[src/rtl/rr_operand_stage.sv]
// rr_operand_stage
//   Register-read stage between the 8x16 register file and EX.
//   - Drives register-file read addresses straight from decode.
//   - Resolves RAW hazards by forwarding from EX, MEM and WB (in that order).
//   - Detects load-use hazards and inserts a single bubble while holding IF/ID.
//   - Holds the RR/EX pipeline register with stall/flush support.
//   - Counts load-use interlock cycles in a saturating counter.
//
// Ports
//   clk, rst                    clock and synchronous active-high reset
//   id_*                        decoded instruction fields from ID
//   rf_ra_addr/rf_rb_addr       register-file read addresses (combinational)
//   rf_ra/rf_rb                 register-file read data
//   ex_result                   ALU result of the instruction now in rr_*
//   mem_rd/mem_reg_write/mem_result   MEM-stage writeback info
//   wb_rd/wb_reg_write/wb_data        WB-stage register-file write
//   stall_in, flush             downstream hold request / branch kill
//   stall_out                   hold IF/ID this cycle
//   rr_*                        registered RR/EX pipeline outputs
//   stall_cnt                   saturating load-use stall count
module rr_operand_stage #(
  parameter int CTRL_W = 8,
  parameter int CNT_W  = 16
) (
  input  logic              clk,
  input  logic              rst,
  input  logic              id_valid,
  input  logic [15:0]       id_pc,
  input  logic [2:0]        id_ra_addr,
  input  logic [2:0]        id_rb_addr,
  input  logic              id_uses_ra,
  input  logic              id_uses_rb,
  input  logic [2:0]        id_rd,
  input  logic              id_reg_write,
  input  logic              id_mem_read,
  input  logic [15:0]       id_imm,
  input  logic [CTRL_W-1:0] id_ctrl,
  output logic [2:0]        rf_ra_addr,
  output logic [2:0]        rf_rb_addr,
  input  logic [15:0]       rf_ra,
  input  logic [15:0]       rf_rb,
  input  logic [15:0]       ex_result,
  input  logic [2:0]        mem_rd,
  input  logic              mem_reg_write,
  input  logic [15:0]       mem_result,
  input  logic [2:0]        wb_rd,
  input  logic              wb_reg_write,
  input  logic [15:0]       wb_data,
  input  logic              stall_in,
  input  logic              flush,
  output logic              stall_out,
  output logic              rr_valid,
  output logic [15:0]       rr_pc,
  output logic [15:0]       rr_opa,
  output logic [15:0]       rr_opb,
  output logic [15:0]       rr_imm,
  output logic [2:0]        rr_rd,
  output logic              rr_reg_write,
  output logic              rr_mem_read,
  output logic [CTRL_W-1:0] rr_ctrl,
  output logic [CNT_W-1:0]  stall_cnt
);

  logic        ex_fwd_ok;
  logic [15:0] fwd_a;
  logic [15:0] fwd_b;
  logic        hazard;
  logic        count_en;

  assign rf_ra_addr = id_ra_addr;
  assign rf_rb_addr = id_rb_addr;

  // A load in EX has no data yet, so it must never be forwarded from EX;
  // that case is covered by the load-use bubble instead.
  assign ex_fwd_ok = rr_valid & rr_reg_write & ~rr_mem_read;

  // Forwarding muxes. WB is needed because the register file only updates
  // on the clock edge, so a same-cycle write is not yet visible on rf_*.
  always_comb begin
    fwd_a = rf_ra;
    if (ex_fwd_ok && rr_rd == id_ra_addr)
      fwd_a = ex_result;
    else if (mem_reg_write && mem_rd == id_ra_addr)
      fwd_a = mem_result;
    else if (wb_reg_write && wb_rd == id_ra_addr)
      fwd_a = wb_data;
  end

  always_comb begin
    fwd_b = rf_rb;
    if (ex_fwd_ok && rr_rd == id_rb_addr)
      fwd_b = ex_result;
    else if (mem_reg_write && mem_rd == id_rb_addr)
      fwd_b = mem_result;
    else if (wb_reg_write && wb_rd == id_rb_addr)
      fwd_b = wb_data;
  end

  assign hazard = id_valid & rr_valid & rr_mem_read & rr_reg_write &
                  ((id_uses_ra & (rr_rd == id_ra_addr)) |
                   (id_uses_rb & (rr_rd == id_rb_addr)));

  // A flush discards the ID instruction anyway, so there is nothing to hold.
  assign stall_out = (stall_in | hazard) & ~flush;

  assign count_en = hazard & ~stall_in & ~flush;

  // RR/EX pipeline register: flush beats stall, stall beats hazard bubble.
  always_ff @(posedge clk) begin
    if (rst || flush || (!stall_in && hazard)) begin
      rr_valid     <= 1'b0;
      rr_pc        <= '0;
      rr_opa       <= '0;
      rr_opb       <= '0;
      rr_imm       <= '0;
      rr_rd        <= '0;
      rr_reg_write <= 1'b0;
      rr_mem_read  <= 1'b0;
      rr_ctrl      <= '0;
    end else if (!stall_in) begin
      rr_valid     <= id_valid;
      rr_pc        <= id_pc;
      rr_opa       <= fwd_a;
      rr_opb       <= fwd_b;
      rr_imm       <= id_imm;
      rr_rd        <= id_rd;
      rr_reg_write <= id_valid & id_reg_write;
      rr_mem_read  <= id_valid & id_mem_read;
      rr_ctrl      <= id_ctrl;
    end
  end

  // Saturating interlock counter; sticks at all-ones.
  always_ff @(posedge clk) begin
    if (rst)
      stall_cnt <= '0;
    else if (count_en && stall_cnt != {CNT_W{1'b1}})
      stall_cnt <= stall_cnt + {{(CNT_W-1){1'b0}}, 1'b1};
  end

endmodule

[config.mk]
export PLATFORM = sky130hd
export DESIGN_NAME = rr_operand_stage
export DESIGN_NICKNAME = d
export VERILOG_FILES = /design/src/rtl/rr_operand_stage.sv
export SDC_FILE = /design/constraint.sdc
export NUM_CORES = 1
export LEC_CHECK = 0
export CELL_PAD_IN_SITES_DETAIL_PLACEMENT = 1
export CELL_PAD_IN_SITES_GLOBAL_PLACEMENT = 1
export CORE_ASPECT_RATIO = 2
export CORE_MARGIN = 2
export CORE_UTILIZATION = 28
export CTS_BUF_LIST = sky130_fd_sc_hd__clkbuf_4 sky130_fd_sc_hd__clkbuf_8 sky130_fd_sc_hd__clkbuf_16
export CTS_CLUSTER_DIAMETER = 80
export DETAILED_ROUTE_END_ITERATION = 8
export PLACE_DENSITY = 0.89
export REMOVE_ABC_BUFFERS = 1
export SYNTH_ARGS = -nofsm -noshare
export SYNTH_HDL_FRONTEND = slang
export SYNTH_SLANG_ARGS = --single-unit
export TNS_END_PERCENT = 100
[constraint.sdc]
create_clock -name clk -period 2.8 [get_ports clk]
set_clock_uncertainty 0.05 [all_clocks]
set_input_delay 0.28 -clock clk [delete_from_list [all_inputs] [get_ports clk]]
set_output_delay 0.28 -clock clk [all_outputs]
set_load 0.01 [all_outputs]
After elaboration in Yosys (flattened, before gate mapping) --
Cells that the tools add are included.
Storage, ports and cells: bits in registers 94, latch bits 0, bits in writable memories 0, memory bits (read-only) 0, input bits 146, output and inout port bits 101, word-level logic and storage cells 53, memories 0
Operators by class: add/subtract/negate cells 1, multipliers 0, div/mod/pow operators 0, $lt $le $gt $ge 0, equal/unequal tests 7, shifts and indexed selects 0, mux-type cells 6, bitwise operators 18, reductions and logical operators 11
Operators by type and width (number):
- 16-bit 2-to-1 mux | 6
- 3-bit == test | 6
- 16-bit by 1-bit adder with 16-bit output, second input constant | 1
- 16-bit inequality test, second input constant | 1
- 1-bit bitwise AND | 13
- 1-bit logical AND | 8
- 1-bit inverter | 3
- 1-bit logical OR | 2
- 1-bit bitwise OR | 2
- 1-bit zero test | 1

Logic depth before layout (Yosys ltp) --
Gate-level depths: netlist of the first run.
depth in word-level cells 7, depth in mapped cells 8, gate-level depth less buffers 6

Least setup slack after synthesis of the first run --
No wires, ideal clock.
kind register to output, from reg rr_rd[1], to out stall_out, data arrival time 2.038 ns, required time 2.470 ns, setup slack 0.432 ns, stages on the path, launching flop included 7, path buffers 2, path through dfxtp_1 > xor2_1 > or4b_4 > a21bo_2 > clkbuf_1 > buf_1 > a21oi_1
On the way: longest elaborated chain between the ends 6, elaborated cells on any way between the ends 8, classes of those cells eq/ne (2); bitwise (6)
RTL lines:
- start: declaration | RTL line 57 | output logic [2:0] rr_rd,
- start signal: assignment | RTL line 126 | rr_rd <= id_rd;
- 3-bit == test, on equally long branches | RTL line 100, 101
- 1-bit bitwise AND, on equally long branches | RTL line 100, 101
- 1-bit bitwise OR * | RTL line 100 | ((id_uses_ra & (rr_rd == id_ra_addr)) |
- 1-bit bitwise AND * | RTL line 99 | assign hazard = id_valid & rr_valid & rr_mem_read & rr_reg_write &
- 1-bit bitwise OR * | RTL line 104 | assign stall_out = (stall_in | hazard) & ~flush;
- 1-bit bitwise AND * | RTL line 104
- end: declaration | RTL line 51 | output logic stall_out,
Mark *: on every way between the ends. The rest lies on a longest branch, timed or not.

Worst setup path in the final report of the first run --
from reg rr_rd[1], to reg stall_cnt[8]
On the way: longest elaborated chain between the ends 7, elaborated cells on any way between the ends 9, classes of those cells eq/ne (2); bitwise (6); reduce/logical (1)
RTL lines:
- 3-bit == test, on equally long branches | RTL line 100, 101
- 1-bit bitwise AND, on equally long branches | RTL line 100, 101
- 1-bit bitwise OR * | RTL line 100
- 1-bit bitwise AND * | RTL line 99
- 1-bit bitwise AND * (2 in a row) | RTL line 106 | assign count_en = hazard & ~stall_in & ~flush;
- 1-bit logical AND * | RTL line 137 | else if (count_en && stall_cnt != {CNT_W{1'b1}})
- end signal: assignment | RTL line 138 | stall_cnt <= stall_cnt + {{(CNT_W-1){1'b0}}, 1'b1};
- end: declaration | RTL line 61 | output logic [CNT_W-1:0] stall_cnt
Marks and branches as above. A chain may end at the register's enable or synchronous reset.

==> results of run 1 <==
## critical path, stage by stage, from the launching register on
cell and delay, ns:
dfxtp_1 0.36, xor2_1 0.19, or4b_4 0.54, buf_4 0.17, a21o_2 0.31, or4_1 0.54, a21oi_1 0.15
## what timing repair did
| action | in CTS | in global routing |
|---|---|---|
| gates resized for setup | 0 | 2 |
| endpoints found under the setup margin | 0 | 1 |
| endpoints found under the hold margin | 0 | 0 |
## per-layer routing
metal	vias to the layer above	GRT usage, %	share of wire, %
met2	201	42.7	55
met5	-	0	0
met3	47	4.46	5.5
met4	0	10.7	4.0
met1	2678	22.8	36
li1	2633	-	-
## area by class of cell
class / count / area (µm²)
Timing Repair Buffer: 276 / 2710
Tap cell: 207 / 259
Sequential cell: 94 / 1880
Fill cell: 1969 / 8900
Multi-Input combinational cell: 446 / 2700
Inverter: 3 / 11.3
Clock inverter: 7 / 78.8
Clock buffer: 9 / 225
## power by group through the flow
stage	Combinational (mW)	Clock (mW)	Sequential, mW
6_report	0.690	1.29	1.40
5_1_grt	0.747	1.38	1.40
4_1_cts	0.697	1.33	1.40
3_5_place_dp	0.692	0	1.43
3_3_place_gp	0.677	0	1.43
2_1_floorplan	0.213	0	1.45
## logic make-up (layout without fill, tap and decap cells)
| logic type | count (synthesis) | after routing | share of synthesized area, % |
|---|---|---|---|
| and+or+nand+nor | 216 | 216 | 22.6 |
| AOI/OAI and AO/OA | 177 | 177 | 22.5 |
| DFF | 94 | 94 | 39.2 |
| buffers and inverters | 56 | 295 | 5.00 |
| muxes | 34 | 34 | 7.14 |
| xor gates and xnor gates | 18 | 18 | 3.28 |
| adders and majority gates | 1 | 1 | 0.261 |
## metrics by stage
| step | hold WS [ns] | setup slack [ns] | std cells |
|---|---|---|---|
| 2_1_floorplan | 0.299 | -0.403 | 543 |
| 3_3_place_gp | 0.397 | 0.109 | 1026 |
| 3_5_place_dp | 0.407 | 0.0813 | 1026 |
| 4_1_cts | 0.185 | 0.0641 | 1042 |
| 5_1_grt | 0.196 | 0.329 | 1042 |
| 6_report | 0.201 | 0.429 | 1042 |
## path summary, 6_finish.rpt
check	endpoint	slack [ns]	cells after the start
setup / recovery	stall_cnt[8]$_SDFFE_PP0P_	0.43	6
hold / removal	rr_pc[13]$_SDFFE_PP0N_	0.20	3
setup reg to reg	stall_cnt[8]$_SDFFE_PP0P_	0.43	6
hold reg to reg	rr_pc[3]$_SDFFE_PP0N_	0.41	2
## sequential cells by signal, indices dropped and copies added (netlist names)
name / count
stall_cnt: 16
rr_opb: 16
rr_ctrl: 8
rr_valid: 1
rr_mem_read: 1
rr_pc: 16
rr_imm: 16
rr_rd: 3
rr_opa: 16
rr_reg_write: 1
## cells in the final DEF (no fill, tap or decap), drive strengths merged, types with 2 or more instances in the layout
cell type,instances
o21ai,2
nand4,8
or4,8
xnor2,12
xor2,6
nor3b,3
nor2,41
mux2i,32
a22o,32
a32oi,2
or4b,2
nor4,2
o31ai,8
clkinv,2
and3,5
nand2b,2
nand2,47
dfxtp,94
nand3b,2
a21oi,124
clkdlybuf4s50,244
nor3,34
nand3,49
and4,6
mux2,2
nor2b,4
clkbuf,9
buf,31
inv,5
a31o,3
clkinvlp,2
## cell usage after synthesis (8+ instances only)
library cell  number  area (µm²)
buf_1              8        30.0
xnor2_1           12         105
a21oi_1          124         621
mux2i_1           32         320
dfxtp_1           94        1880
nor3_1            32         160
nor2_1            41         154
nand4_1            8        50.1
clkbuf_1          33         124
nand2_1           47         176
or4_1              8        60.1
a22o_1            32         280
o31ai_1            8        60.1
nand3_1           49         245
==> results.toml, run 1 <==
[cts]
tritoncts = "built"
cts_hold_buf = 0
cts_setup_buffers = 0
path_clk_slew_ns = 0.07
cts_made_buffers = 9
clk_latency_ns = 0.35
clock_tree.root_cell = "clkbuf_16"
cts.sinks = 94
h-tree-depth = 3
clock_path_buffers = 2

[cells_and_area]
final_core_util_pct = 46.9
nets = 977
drive_above_1_share_pct = 7.66
design_area_um2 = 7870
syn_to_final_growth_pct = 63.9
n_antenna_cell = 0

[power]
intPower_mw = 2.47
power.density_nw_per_um2 = 430
p_leak_nw = 3.04
p_sw_uw = 911
power_frac_comb_pct = 20.4
power_mw = 3.39
swShare_pct = 26.9
peakVddDrop_mv = 0.327
seq_power_share_pct = 41.4
power_frac_clock_pct = 38.2

[critical_path]
crit_arrival_ns = 2.60
endpoint_kind = "register"
start_kind = "register"
crit_type = "reg -> reg"
critPathRequiredTime_ns = 3.03
worst-path-max-fanout = 17
r2r-start = "rr_rd[1]$_SDFFE_PP0N_"
crit_start = "rr_rd[1]$_SDFFE_PP0N_"

[placed_design]
placed_area_um2 = 7560
dpl.hpwl_mm = 15.8
port_buffers = 246
gp_congestion = 0.808

[grt]
grtUsageTotal_pct = 22.7
grt_max_degree = 100
grt_pass1_vias = 6069
grt.overflow.total = 0
grt_first_pass_wirelength_mm = 31.5
antenna_found_initial = 0

[synthesis]
ys_warn_count = 0
syn-cell-area_um2 = 4800
ys.flop_type = "dfxtp_1"
yosys_register_bits = 94
ys_seq_area_share_pct = 39.2
async_flop_share_pct = 0
synthCells = 596
avgSynthCellArea_um2 = 8.06
synth-edff-count = 0
ys_types = 42

[drt]
drc_errors = 0
first_pass_iters = 4
dr_total_vias = 5559
vias_per_cell = 5.33
wl_mm = 20.7
ant_nets = 0
routedWlPerCell_um = 19.9
drt-initial-drc-count = 172

[sta]
worstMarginPinSlew_ns = 0.989
finalSetupViolCount = 0
rsz0062_at_grt = "no"
slew_headroom_pct = 34.0
hold_viol = 0
setup_tns_ns = 0
timing.final.crit_share_pct = 84.7
fmaxAchievable_mhz = 422
slew_viol_final = 0
period_needed_ns = 2.37

[floorplanning]
die_x_um = 96.6
die_h_um = 189
io_pins = 247
fp.dieArea_um2 = 18300
core_um2 = 16800
initial_utilization_pct = 28.6
rows = 67

[min_path]
hp-start = "stall_in"
min_path_type = "in -> reg"

[run]
maxCapViolations = 0

[status]
status = "completed"
Power figures use the tool's default switching activity.
==> inputs of run 2 (changes only) <==
--- a/config.mk
+++ b/config.mk
@@ -9,11 +9,11 @@
 export CELL_PAD_IN_SITES_GLOBAL_PLACEMENT = 1
 export CORE_ASPECT_RATIO = 2
 export CORE_MARGIN = 2
-export CORE_UTILIZATION = 28
+export CORE_UTILIZATION = 25
 export CTS_BUF_LIST = sky130_fd_sc_hd__clkbuf_4 sky130_fd_sc_hd__clkbuf_8 sky130_fd_sc_hd__clkbuf_16
 export CTS_CLUSTER_DIAMETER = 80
 export DETAILED_ROUTE_END_ITERATION = 8
-export PLACE_DENSITY = 0.89
+export PLACE_DENSITY = 0.85
 export REMOVE_ABC_BUFFERS = 1
 export SYNTH_ARGS = -nofsm -noshare
 export SYNTH_HDL_FRONTEND = slang
==> constraint.sdc (replaced) <==
create_clock -name clk -period 2.1 [get_ports clk]
set_clock_uncertainty 0.05 [all_clocks]
set_input_delay 0.21 -clock clk [delete_from_list [all_inputs] [get_ports clk]]
set_output_delay 0.21 -clock clk [all_outputs]
set_load 0.01 [all_outputs]
==> run 2 against run 1 <==
Net effect:
- the run now ends with negative setup slack left
- via count is 3.8% higher
- setup slack worse by 0.63 ns
- register-to-register slack worse by 0.63 ns
- clock power is 26% higher
- critical path depth stayed put
- sequential share of layout area is 1.6 points lower
- final area is 7.2% higher
- worst hold slack better by 0.057 ns
- die area is 12% higher
- final cell count is 8.4% higher
==> results.toml, run 2 (same netlist as run 1, synthesis figures left out) <==
[status]
status = "finished with violations"
failed_checks = "negative setup slack"

[cts]
cts_made_buffers = 9
clock_path_buffers = 2
cts_hold_buf = 0
clock_tree.root_cell = "clkbuf_16"
path_clk_slew_ns = 0.07
clk_latency_ns = 0.35
cts.sinks = 94
tritoncts = "built"
h-tree-depth = 3

[cells_and_area]
register_area_um2 = 1890
design_area_um2 = 8440
syn_to_final_growth_pct = 75.8
drive_above_1_share_pct = 13.3
fill_cells = 2248
final_core_util_pct = 44.8
nets = 1016
mostFrequentLayoutCell = "clkdlybuf4s50_1"
multiInputGateArea_um2 = 2800
final_cell_mix = "clkdlybuf4s50_1, a21oi_1, dfxtp_1"

[critical_path]
critPathRequiredTime_ns = 2.34
endpoint_kind = "register"
rr_worst_depth = 6
crit_arrival_ns = 2.54
worstReg2RegEnd = "stall_cnt[6]$_SDFFE_PP0P_"
critPathSlowestCell = "or4b_4"
start_kind = "register"
crit_start = "rr_rd[1]$_SDFFE_PP0N_"
r2r-start = "rr_rd[1]$_SDFFE_PP0N_"
r2r_slack_ns = -0.20
crit_chain = "xor2_1 -> or4b_4 -> a21bo_2 -> buf_12 -> or4_1 -> a21oi_1"
slowest_delay_ns = 0.52
crit_type = "reg -> reg"
worst-path-max-fanout = 27

[floorplanning]
io_pins = 247
initial_utilization_pct = 25.5
fp.dieArea_um2 = 20400
core_um2 = 18800
die_x_um = 102
rows = 71
die_h_um = 200

[placed_design]
dpl.hpwl_mm = 16.6
pre_cts_ws_ns = -0.575
port_buffers = 246
gp_congestion = 0.817
placed_area_um2 = 7930

[grt]
antenna_found_initial = 0
grtUsageTotal_pct = 21.2
grt_max_degree = 74
grt_first_pass_wirelength_mm = 33.0
grt.overflow.total = 0
grt_pass1_vias = 6172

[sta]
finalSetupViolCount = 47
slew_headroom_pct = 64.8
fmaxAchievable_mhz = 435
setup_tns_ns = -6.47
period_needed_ns = 2.30
slew_viol_final = 0
finalWorstSetupSlack_ns = -0.200
timing.final.crit_share_pct = 110
hold_viol = 0
rsz0062_at_grt = "yes"
worstMarginPinSlew_ns = 0.528

[drt]
drt-initial-drc-count = 202
drc_errors = 0
wl_mm = 22.4
dr_total_vias = 5771
ant_nets = 0
routedWlPerCell_um = 19.9
vias_per_cell = 5.11
first_pass_iters = 4

[min_path]
min_to = "rr_mem_read$_SDFFE_PP0N_"
min_path_cells = 3
hp-start = "stall_in"
min_path_type = "in -> reg"

[power]
power.density_nw_per_um2 = 530
peakVddDrop_mv = 0.336
p_leak_nw = 3.30

[run]
maxCapViolations = 0
==> run 2: cell types whose count changed in the layout (fill, tap and decap cells not counted), moves of 3 or more <==
cell / before / now
buf_12: 2 / 8
a21oi_1: 122 / 119
buf_6: 0 / 4
buf_4: 29 / 55
a21oi_2: 2 / 5
==> run 2: cell type report <==
type                            count  share of cell area (%)
Tap cell                          255                    3.78
Antenna cell                        1                  0.0297
Multi-Input combinational cell    447                    33.2
Sequential cell                    94                    22.4
Clock inverter                      4                   0.356
Timing Repair Buffer              314                    37.0
Clock buffer                       12                    3.08
Inverter                            3                   0.133
==> run 2: worst max path at each step <==
stage,endpoint,slack [ns],cells past startpoint
after floorplan,rr_opa[0]$_SDFFE_PP0N_,-1.10,5
after global placement,stall_cnt[6]$_SDFFE_PP0P_,-0.55,7
after detailed placement,stall_cnt[6]$_SDFFE_PP0P_,-0.58,7
after CTS,stall_cnt[6]$_SDFFE_PP0P_,-0.20,6
after global routing,stall_cnt[13]$_SDFFE_PP0P_,-0.27,6
final,stall_cnt[6]$_SDFFE_PP0P_,-0.20,6
==> run 2: where the power goes <==
group	switching [mW]	internal, mW	total, mW
Sequential	0.0304	1.84	1.87
Combinational	0.421	0.560	0.981
Clock	0.743	0.887	1.63
==> run 2: routing by layer <==
layer | vias up | global-route usage [%] | wire length [µm]
met3 | 58 | 4.60 | 1380
met4 | 0 | 11.1 | 1070
met5 | - | 0 | 0
li1 | 2723 | - | -
met2 | 232 | 40.3 | 12200
met1 | 2758 | 20.7 | 7790
==> run 2: through the flow <==
step / hold slack, ns / power [mW] / instances
4_1_cts: 0.243 / 4.50 / 1125
6_report: 0.258 / 4.48 / 1130
3_3_place_gp: 0.394 / 2.85 / 1107
5_1_grt: 0.271 / 4.66 / 1129
3_5_place_dp: 0.405 / 2.86 / 1107
2_1_floorplan: 0.229 / 2.21 / 543
==> run 2: worst max-delay path, delay by kind of cell (launching register included) <==
family | cells | cell delay, ns
and+or+nand+nor | 2 | 1.03
AOI/OAI and AO/OA | 2 | 0.41
DFF | 1 | 0.37
xor gates and xnor gates | 1 | 0.21
buffers and inverters | 1 | 0.17
==> run 2: repair_timing <==
action	CTS	global route
resized for setup	26	11
buffers inserted	1	1
setup endpoints to repair	72	71
gates cloned	1	3
pin swaps	15	2
